==> config.mk <==
export PLATFORM = sky130hd
export DESIGN_NAME = ddr2_init_refresh_seq
export DESIGN_NICKNAME = d
export VERILOG_FILES = /design/src/rtl/ddr2_init_refresh_seq.sv
export SDC_FILE = /design/constraint.sdc
export NUM_CORES = 1
export LEC_CHECK = 0
export ABC_AREA = 1
export CAP_MARGIN = 10
export CORE_AREA = 3 3 81 83
export DETAILED_ROUTE_END_ITERATION = 8
export DIE_AREA = 0 0 84 86
export PLACE_DENSITY = 0.85
export SETUP_SLACK_MARGIN = 0.3
export SLEW_MARGIN = 20
export SYNTH_ARGS = -nofsm -noshare
export SYNTH_HDL_FRONTEND = slang
export SYNTH_SLANG_ARGS = --single-unit
==> constraint.sdc <==
create_clock -name clk -period 3.4 [get_ports clk]
set_input_delay 0.51 -clock clk [delete_from_list [all_inputs] [get_ports clk]]
set_output_delay 0.51 -clock clk [all_outputs]
set_load 0.05 [all_outputs]
==> src/rtl/ddr2_init_refresh_seq.sv <==
// DDR2 power-up initialization and auto-refresh command sequencer.
// Owns the command bus during the JEDEC init sequence, then issues
// PRE-all + REFRESH pairs whenever the scheduler acknowledges a pending
// refresh request.
//
// Handshake: ref_req is a level meaning "at least one refresh is owed".
// The scheduler answers with ref_ack=1 once all banks are closed; an ack
// is accepted only in a cycle where ref_req=1 and ref_busy=0, and from
// the following cycle the sequencer drives the bus (ref_busy=1) until the
// REFRESH recovery time has elapsed.
//
// Timing model: each state lasts a fixed number of cycles. The state's
// command is driven only in its first cycle (segment counter == 0); the
// remaining cycles are NOPs, so the next command lands exactly the
// required delay later.
module ddr2_init_refresh_seq #(
    parameter int unsigned T_PWRUP = 100,
    parameter int unsigned T_CKE   = 108,
    parameter int unsigned T_RP    = 4,
    parameter int unsigned T_MRD   = 2,
    parameter int unsigned T_RFC   = 28,
    parameter int unsigned T_DLL   = 200,
    parameter int unsigned T_REFI  = 2075,
    parameter logic [12:0] MR_VAL  = 13'h0232,
    parameter logic [12:0] EMR_VAL = 13'h0004
) (
    input  logic        clk,
    input  logic        reset,
    output logic        cke,
    output logic        csbar,
    output logic        rasbar,
    output logic        casbar,
    output logic        webar,
    output logic [1:0]  ba,
    output logic [12:0] a,
    output logic        init_done,
    output logic        ref_req,
    output logic        ref_urgent,
    input  logic        ref_ack,
    output logic        ref_busy
);

    // Width of the segment and refresh-interval counters.
    localparam int CW = 16;

    // Command encodings {cs#, ras#, cas#, we#}.
    localparam logic [3:0] CMD_NOP = 4'b0111;
    localparam logic [3:0] CMD_PRE = 4'b0010;
    localparam logic [3:0] CMD_REF = 4'b0001;
    localparam logic [3:0] CMD_LMR = 4'b0000;

    // Mode register images with the bits this block controls forced.
    localparam logic [12:0] MR_DLL_RST   = MR_VAL  | 13'h0100;
    localparam logic [12:0] MR_DLL_OFF   = MR_VAL  & ~13'h0100;
    localparam logic [12:0] EMR_OCD_DFLT = EMR_VAL | 13'h0380;
    localparam logic [12:0] EMR_OCD_OFF  = EMR_VAL & ~13'h0380;

    // Pending-refresh saturation level.
    localparam logic [3:0] PEND_MAX = 4'd8;

    typedef enum logic [3:0] {
        S_PWRUP,
        S_CKEW,
        S_PRE1,
        S_EMR2,
        S_EMR3,
        S_EMR1,
        S_MRDLL,
        S_PRE2,
        S_REF1,
        S_REF2,
        S_MR,
        S_OCDD,
        S_OCDX,
        S_IDLE,
        S_RPRE,
        S_RREF
    } state_t;

    state_t         state_q, state_d;
    logic [CW-1:0]  cnt_q, cnt_d;
    logic [CW-1:0]  tmr_q, tmr_d;
    logic [3:0]     pend_q, pend_d;

    logic           cke_q, cke_d;
    logic [3:0]     cmd_q, cmd_d;
    logic [1:0]     ba_q, ba_d;
    logic [12:0]    a_q, a_d;
    logic           init_done_q, init_done_d;
    logic           ref_req_q, ref_req_d;
    logic           ref_urgent_q, ref_urgent_d;
    logic           ref_busy_q, ref_busy_d;

    logic [CW-1:0]  seg_last;
    logic           seg_end;
    logic           ack_take;
    logic           ref_tick;
    logic           ref_done;

    // Last segment-counter value of each state (state length minus one).
    function automatic logic [CW-1:0] last_of(input state_t s);
        logic [CW-1:0] r;
        r = '0;
        case (s)
            S_PWRUP:                                   r = CW'(T_PWRUP - 1);
            S_CKEW:                                    r = CW'(T_CKE - 1);
            S_PRE1, S_PRE2, S_RPRE:                    r = CW'(T_RP - 1);
            S_EMR2, S_EMR3, S_EMR1, S_MRDLL,
            S_OCDD, S_OCDX:                            r = CW'(T_MRD - 1);
            S_REF1, S_REF2, S_RREF:                    r = CW'(T_RFC - 1);
            S_MR:                                      r = CW'(T_DLL - 1);
            default:                                   r = '0;
        endcase
        return r;
    endfunction

    // Successor of each timed state once its segment has elapsed.
    function automatic state_t next_of(input state_t s);
        state_t r;
        r = S_IDLE;
        case (s)
            S_PWRUP: r = S_CKEW;
            S_CKEW:  r = S_PRE1;
            S_PRE1:  r = S_EMR2;
            S_EMR2:  r = S_EMR3;
            S_EMR3:  r = S_EMR1;
            S_EMR1:  r = S_MRDLL;
            S_MRDLL: r = S_PRE2;
            S_PRE2:  r = S_REF1;
            S_REF1:  r = S_REF2;
            S_REF2:  r = S_MR;
            S_MR:    r = S_OCDD;
            S_OCDD:  r = S_OCDX;
            S_OCDX:  r = S_IDLE;
            S_RPRE:  r = S_RREF;
            S_RREF:  r = S_IDLE;
            default: r = S_IDLE;
        endcase
        return r;
    endfunction

    // Next-state logic for the combined init / refresh sequencer.
    always_comb begin
        state_d  = state_q;
        cnt_d    = cnt_q;
        seg_last = last_of(state_q);
        seg_end  = (cnt_q == seg_last);
        ack_take = 1'b0;
        ref_done = 1'b0;
        if (state_q == S_IDLE) begin
            cnt_d = '0;
            if (ref_ack && ref_req_q) begin
                ack_take = 1'b1;
                state_d  = S_RPRE;
            end
        end else if (seg_end) begin
            cnt_d    = '0;
            state_d  = next_of(state_q);
            ref_done = (state_q == S_RREF);
        end else begin
            cnt_d = cnt_q + 1'b1;
        end
    end

    // Refresh interval timer and pending-refresh bookkeeping.
    always_comb begin
        tmr_d    = tmr_q;
        pend_d   = pend_q;
        ref_tick = 1'b0;
        if (init_done_q) begin
            if (tmr_q == '0) begin
                ref_tick = 1'b1;
                tmr_d    = CW'(T_REFI - 1);
            end else begin
                tmr_d = tmr_q - 1'b1;
            end
        end
        // Expiry and completion in the same cycle cancel out.
        if (ref_tick && !ref_done) begin
            if (pend_q != PEND_MAX) begin
                pend_d = pend_q + 4'd1;
            end
        end else if (ref_done && !ref_tick) begin
            pend_d = pend_q - 4'd1;
        end
    end

    // Output decode from the upcoming state so every pin is registered.
    always_comb begin
        cke_d        = (state_d != S_PWRUP);
        cmd_d        = CMD_NOP;
        ba_d         = 2'd0;
        a_d          = 13'h0000;
        init_done_d  = (state_d == S_IDLE) || (state_d == S_RPRE) || (state_d == S_RREF);
        ref_busy_d   = (state_d == S_RPRE) || (state_d == S_RREF);
        ref_req_d    = (pend_d != 4'd0);
        ref_urgent_d = (pend_d == PEND_MAX);
        if (cnt_d == '0) begin
            case (state_d)
                S_PRE1, S_PRE2, S_RPRE: begin
                    cmd_d  = CMD_PRE;
                    a_d[10] = 1'b1;
                end
                S_REF1, S_REF2, S_RREF: begin
                    cmd_d = CMD_REF;
                end
                S_EMR2: begin
                    cmd_d = CMD_LMR;
                    ba_d  = 2'd2;
                end
                S_EMR3: begin
                    cmd_d = CMD_LMR;
                    ba_d  = 2'd3;
                end
                S_EMR1, S_OCDX: begin
                    cmd_d = CMD_LMR;
                    ba_d  = 2'd1;
                    a_d   = EMR_OCD_OFF;
                end
                S_OCDD: begin
                    cmd_d = CMD_LMR;
                    ba_d  = 2'd1;
                    a_d   = EMR_OCD_DFLT;
                end
                S_MRDLL: begin
                    cmd_d = CMD_LMR;
                    a_d   = MR_DLL_RST;
                end
                S_MR: begin
                    cmd_d = CMD_LMR;
                    a_d   = MR_DLL_OFF;
                end
                default: begin
                    cmd_d = CMD_NOP;
                end
            endcase
        end
    end

    // State, counters and registered outputs.
    always_ff @(posedge clk) begin
        if (reset) begin
            state_q      <= S_PWRUP;
            cnt_q        <= '0;
            tmr_q        <= CW'(T_REFI);
            pend_q       <= 4'd0;
            cke_q        <= 1'b0;
            cmd_q        <= CMD_NOP;
            ba_q         <= 2'd0;
            a_q          <= 13'h0000;
            init_done_q  <= 1'b0;
            ref_req_q    <= 1'b0;
            ref_urgent_q <= 1'b0;
            ref_busy_q   <= 1'b0;
        end else begin
            state_q      <= state_d;
            cnt_q        <= cnt_d;
            tmr_q        <= tmr_d;
            pend_q       <= pend_d;
            cke_q        <= cke_d;
            cmd_q        <= cmd_d;
            ba_q         <= ba_d;
            a_q          <= a_d;
            init_done_q  <= init_done_d;
            ref_req_q    <= ref_req_d;
            ref_urgent_q <= ref_urgent_d;
            ref_busy_q   <= ref_busy_d;
        end
    end

    assign cke        = cke_q;
    assign csbar      = cmd_q[3];
    assign rasbar     = cmd_q[2];
    assign casbar     = cmd_q[1];
    assign webar      = cmd_q[0];
    assign ba         = ba_q;
    assign a          = a_q;
    assign init_done  = init_done_q;
    assign ref_req    = ref_req_q;
    assign ref_urgent = ref_urgent_q;
    assign ref_busy   = ref_busy_q;

endmodule
**After elaboration in Yosys (flattened, before gate mapping)**

Memories as Yosys holds them, arrays and structs flattened. A register that Yosys moved wholly into a read port is not among the register bits.
Cells that the tools add are included.
W data, S select, Z words.

- Bitwise logic cells: 1
- $add $sub $neg: 4
- Reductions and logical operators: 18
- Equal/unequal tests: 19
- Multiplexer cells: 19

Operator list:

| cell | number |
|---|---|
| $mux W16 | 3 |
| $eq A4 B4 Y1 const B | 11 |
| $pmux W10 S4 | 1 |
| $logic_not A16 Y1 | 2 |
| $mux W4 | 8 |
| $add A16 B1 Y16 const B | 1 |
| $eq A16 B16 Y1 | 1 |
| $eq A4 B3 Y1 const B | 4 |
| $sub A16 B1 Y16 const B | 1 |
| $pmux W3 S3 | 1 |
| $reduce_or A3 Y1 | 3 |
| $eq A4 B2 Y1 const B | 2 |
| $reduce_bool A4 Y1 | 2 |
| $reduce_or A7 Y1 | 1 |
| $pmux W2 S3 | 1 |
| $mux W1 | 5 |
| $add A4 B1 Y4 const B | 1 |
| $ne A4 B4 Y1 const B | 1 |
| $reduce_or A2 Y1 | 2 |
| $sub A4 B1 Y4 const B | 1 |
| $logic_and A1 B1 Y1 | 3 |
| $logic_or A1 B1 Y1 | 3 |
| $logic_not A1 Y1 | 2 |
| $not A1 Y1 | 1 |

- Memories kept: 2
- ROM bits: 192
- Bits in registers: 64
- Word-level logic and storage cells: 76
- Output and inout bits: 24
- Bits of input ports: 3

Memory list:

| memory | words | width | read ports | clocked after memory_dff | write ports | RTL line | RTL |
|---|---|---|---|---|---|---|---|
| (name not given) | 16 | 8 | 1 | 1 | 0 | 104 | `case (s)` |
| (name not given) | 16 | 4 | 1 | 1 | 0 | 121 | `case (s)` |

**Depth between registers and ports, before layout**

- Depth after elaboration: 8
- Depth in mapped cells: 18

**Least setup slack after synthesis**

No wires, ideal clock.

- Kind: register to register
- From: register cnt_q[4]
- To: register, netlist name seg_last[6]
- Arrival: 1.942 ns
- Period minus slack after synthesis: 2.062 ns
- Path slack: 1.338 ns
- Stages on the path, launching flop included: 16
- Library setup time: 0.120 ns
- Path through: dfxtp_1 -> inv_2 -> nand2_1 -> nand2_1 -> nor2_2 -> nand2_2 -> inv_2 -> nand3_1 -> nand3_1 -> nand2_1 -> nor2_1 -> inv_1 -> ha_1 -> inv_1 -> nor3_1 -> or2_1

- Word-level cells in the longest chain between the ends: 4

RTL lines:

| what | RTL line | RTL |
|---|---|---|
| start, declared | 81 | `logic [CW-1:0] cnt_q, cnt_d;` |
| start signal, assigned | 257 | `cnt_q <= cnt_d;` |
| $eq A16 B16 Y1 | 147 | `seg_end = (cnt_q == seg_last);` |
| $mux W4 | 156 | `end else if (seg_end) begin` |
| $mux W4 | 150 | `if (state_q == S_IDLE) begin` |
| $mux W4 (no line) | - |  |

No other way between the ends.
A chain may end at the register's enable or synchronous reset.

**Worst setup path in the final report**

- From: register state_q[2]
- To: register, netlist name seg_last[6]

- Word-level cells in the longest chain between the ends: 3
- Elaborated cells on any way between the ends: 5
- Those cells by class: 1 x eq/ne; 4 x mux

RTL lines:

| what | RTL line | RTL |
|---|---|---|
| start, declared | 80 | `state_t state_q, state_d;` |
| start signal, assigned | 256 | `state_q <= state_d;` |
| $eq A4 B4 Y1, or another cell as far along | 150 |  |
| $mux W4 (*) | 150 |  |
| $mux W4 (no line) (*) | - |  |

Mark *: on every way between the ends. The rest lies on a longest branch, timed or not.

==> flow_metrics.env <==
export IMPL_postSynthAreaPerCell_um2=6.908
export IMPL_fin_tns_setup_ns=0
export IMPL_drive_gt1_frac=0.1084
export IMPL_drt_iter0_drc=343
export IMPL_pre_cts_ws_ns=0.9469
export IMPL_clk_latency_ns=0.36
export IMPL_row_count=28
export IMPL_path_cells="nand3_1 > nor2_2 > inv_2 > nand3_1 > nand2_1 > nor2_1 > inv_1 > ha_1 > inv_1 > nor3_1 > or2_1"
export IMPL_critPathMaxStageDelay_ns=0.41
export IMPL_drtPass1Iterations=5
export IMPL_syn_to_final_growth_pct=14.10
export IMPL_clk_pin_slew_ns=0.08
export IMPL_fp_dieW_um=84
export IMPL_relSlewSlack=0.6416
export IMPL_grt_pass1_vias=3114
export IMPL_final_common_cell="nand2_1"
export IMPL_synth_edf_count=0
export IMPL_vias=3278
export IMPL_cts_setup_buffers=0
export IMPL_gp_congestion=0.9110
export IMPL_grt_util_all_layers=0.2356
export IMPL_drv_cap=0
export IMPL_wl_um=8098
export IMPL_crit_arrival_ns=2.79
export IMPL_num_antenna_cells=0
export IMPL_grt_pass1_wl_um=13800
export IMPL_fp_dieH_um=86
export IMPL_end_kind="register"
export IMPL_hp_class="reg -> reg"
export IMPL_yosys_area_top_type_share=0.3845
export IMPL_cts_buffer_depth=2
export IMPL_syn_area_mm2=0.003488
export IMPL_clock_root_buffer="clkbuf_8"
export IMPL_clock_skew_final_ns=0.01301
export IMPL_synth_top_area_cell="dfxtp_1"
export IMPL_synth_seq_cells=67
export IMPL_antenna_found_initial=0
export IMPL_required_ns=3.65
export IMPL_ys_seq_area_frac=0.3845
export IMPL_min_period_ns=2.548
export IMPL_io_buffers=20
export IMPL_avgRoutedWirePerCell_um=13.28
export IMPL_vias_per_cell=5.374
export IMPL_htreeDepth=3
export IMPL_p_leak_nw=1.823
export IMPL_io_pins=27
export IMPL_yosys_warnings=0
export IMPL_start_kind="register"
export IMPL_dieArea_mm2=0.007224
export IMPL_cts_hold_buf=0
export IMPL_cp_max_fo=13
export IMPL_setup_viol=0
export IMPL_fmax_mhz=392.5
export IMPL_post_route_period_util=0.7493
export IMPL_numCtsBuffers=9
export IMPL_start_util=0.5892
export IMPL_ant_nets=0
export IMPL_worst_slack_ns=0.8525
export IMPL_yosys_most_used_dff="dfxtp_1"
export IMPL_power_density_mw_per_mm2=427.0
export IMPL_slowest_stage="dfxtp_1"
export IMPL_slew_violations=0
export IMPL_irDropWorstVdd_mv=0.2562
export IMPL_synth_area_top_cells="dfxtp_1, nand2_1, nor2_1"
export IMPL_async_reset_ff_frac=0
export IMPL_worstMarginPinSlew_ns=0.5335
export IMPL_status="finished clean"
export IMPL_cts_resized=0
export IMPL_hpwl_um=5712
export IMPL_fill_cells=466
export IMPL_grt_max_degree=25
export IMPL_syn_inst=505
export IMPL_cts_tree="done"
export IMPL_fp_coreArea_mm2=0.005921
export IMPL_rsz0062_at_grt="no"
export IMPL_criticalPathCategory="reg -> reg"
export IMPL_finalHoldViolCount=0
export IMPL_drc=0
export IMPL_final_cell_mix="nand2_1, nor2_1, inv_1, dfxtp_1, nand3_1"
export IMPL_final_nets=542
export IMPL_yosysUniqueCellTypes=40
export IMPL_cts_num_sinks=67
export IMPL_grt_overflow=0
==> metrics by stage <==
step,area [µm²],utilization,total power [mW],cells,hold slack (ns)
after floorplan,3507,-,0.8728,510,0.4426
after global placement,3731,0.6302,0.8819,594,0.4551
after detailed placement,3731,0.6302,0.8834,594,0.4738
after CTS,3980,0.6722,1.698,610,0.4874
after global routing,3980,0.6722,1.733,610,0.5095
final,3980,0.6722,1.700,610,0.4833
==> Yosys cell counts, types with 5 or more instances <==
master / n
a21oi_1: 17
nor2_1: 77
nand3_1: 38
ha_1: 9
nor2_2: 9
inv_1: 67
nand2_2: 8
nor4_1: 5
xor2_1: 6
inv_2: 7
buf_4: 8
nand4_1: 13
dfxtp_1: 67
o21ai_0: 14
nor3_1: 6
nand2_1: 116
o21bai_1: 5
==> registers in the layout, summed over array words and instances (netlist names), 2 cells and up, named ones only <==
name,flops
cmd_q,3
cnt_q,16
tmr_q,16
seg_last,7
pend_q,4
state_q,4
a,6
ba,2
==> where the power goes <==
group / switching [mW] / internal (mW)
sequential: 0.00663 / 0.790
combinational: 0.0506 / 0.0191
clock: 0.340 / 0.493
total: 0.398 / 1.30
==> layout make-up <==
class	instances	area, µm²	share of cell area
tap	75	93.84	0.02358
sequential	67	1341	0.3370
clock buffer	9	123.9	0.03112
inverter	75	282.8	0.07105
multi-input combinational	356	1805	0.4536
clock inverter	7	125.1	0.03144
timing repair buffer	21	207.7	0.05218
==> worst paths after layout <==
kind                                             from  cells past startpoint  slack (ns)                    end
worst max-delay path            state_q[2]$_SDFF_PP0_                     11        0.85    seg_last[6]$_DFF_P_
worst min-delay path            tmr_q[2]$_SDFFE_PP0P_                      2        0.48  tmr_q[2]$_SDFFE_PP0P_
worst max register to register  state_q[2]$_SDFF_PP0_                     11        0.85    seg_last[6]$_DFF_P_
worst min register to register  tmr_q[2]$_SDFFE_PP0P_                      2        0.48  tmr_q[2]$_SDFFE_PP0P_
==> logic make-up (layout without fill, tap and decap cells) <==
| logic type | Yosys count | in the layout | share of synthesized area |
|---|---|---|---|
| fa+ha+maj | 9 | 9 | 0.03228 |
| xor+xnor | 7 | 7 | 0.01758 |
| flops | 67 | 67 | 0.3845 |
| buf+inv | 87 | 112 | 0.1033 |
| simple gates | 284 | 284 | 0.3745 |
| other cells | 1 | 6 | 0.001075 |
| compound gates | 50 | 50 | 0.08681 |
==> metal layers <==
| layer | vias to the layer above | global-route usage | routed length (µm) |
|---|---|---|---|
| met1 | 1452 | 0.2806 | 3423 |
| li1 | 1645 | - | - |
| met5 | - | 0 | 0 |
| met3 | 32 | 0.03554 | 540 |
| met2 | 149 | 0.4129 | 3871 |
| met4 | 0 | 0.1199 | 263 |
==> worst max-delay path, delay by kind of cell (launching register included) <==
family	cells	cell delay, ns
flip-flops	1	0.41
AND/OR/NAND/NOR	7	1.44
buffers and inverters	3	0.39
adder cells (fa/ha/maj)	1	0.20
(Power assumes the default switching activity.)
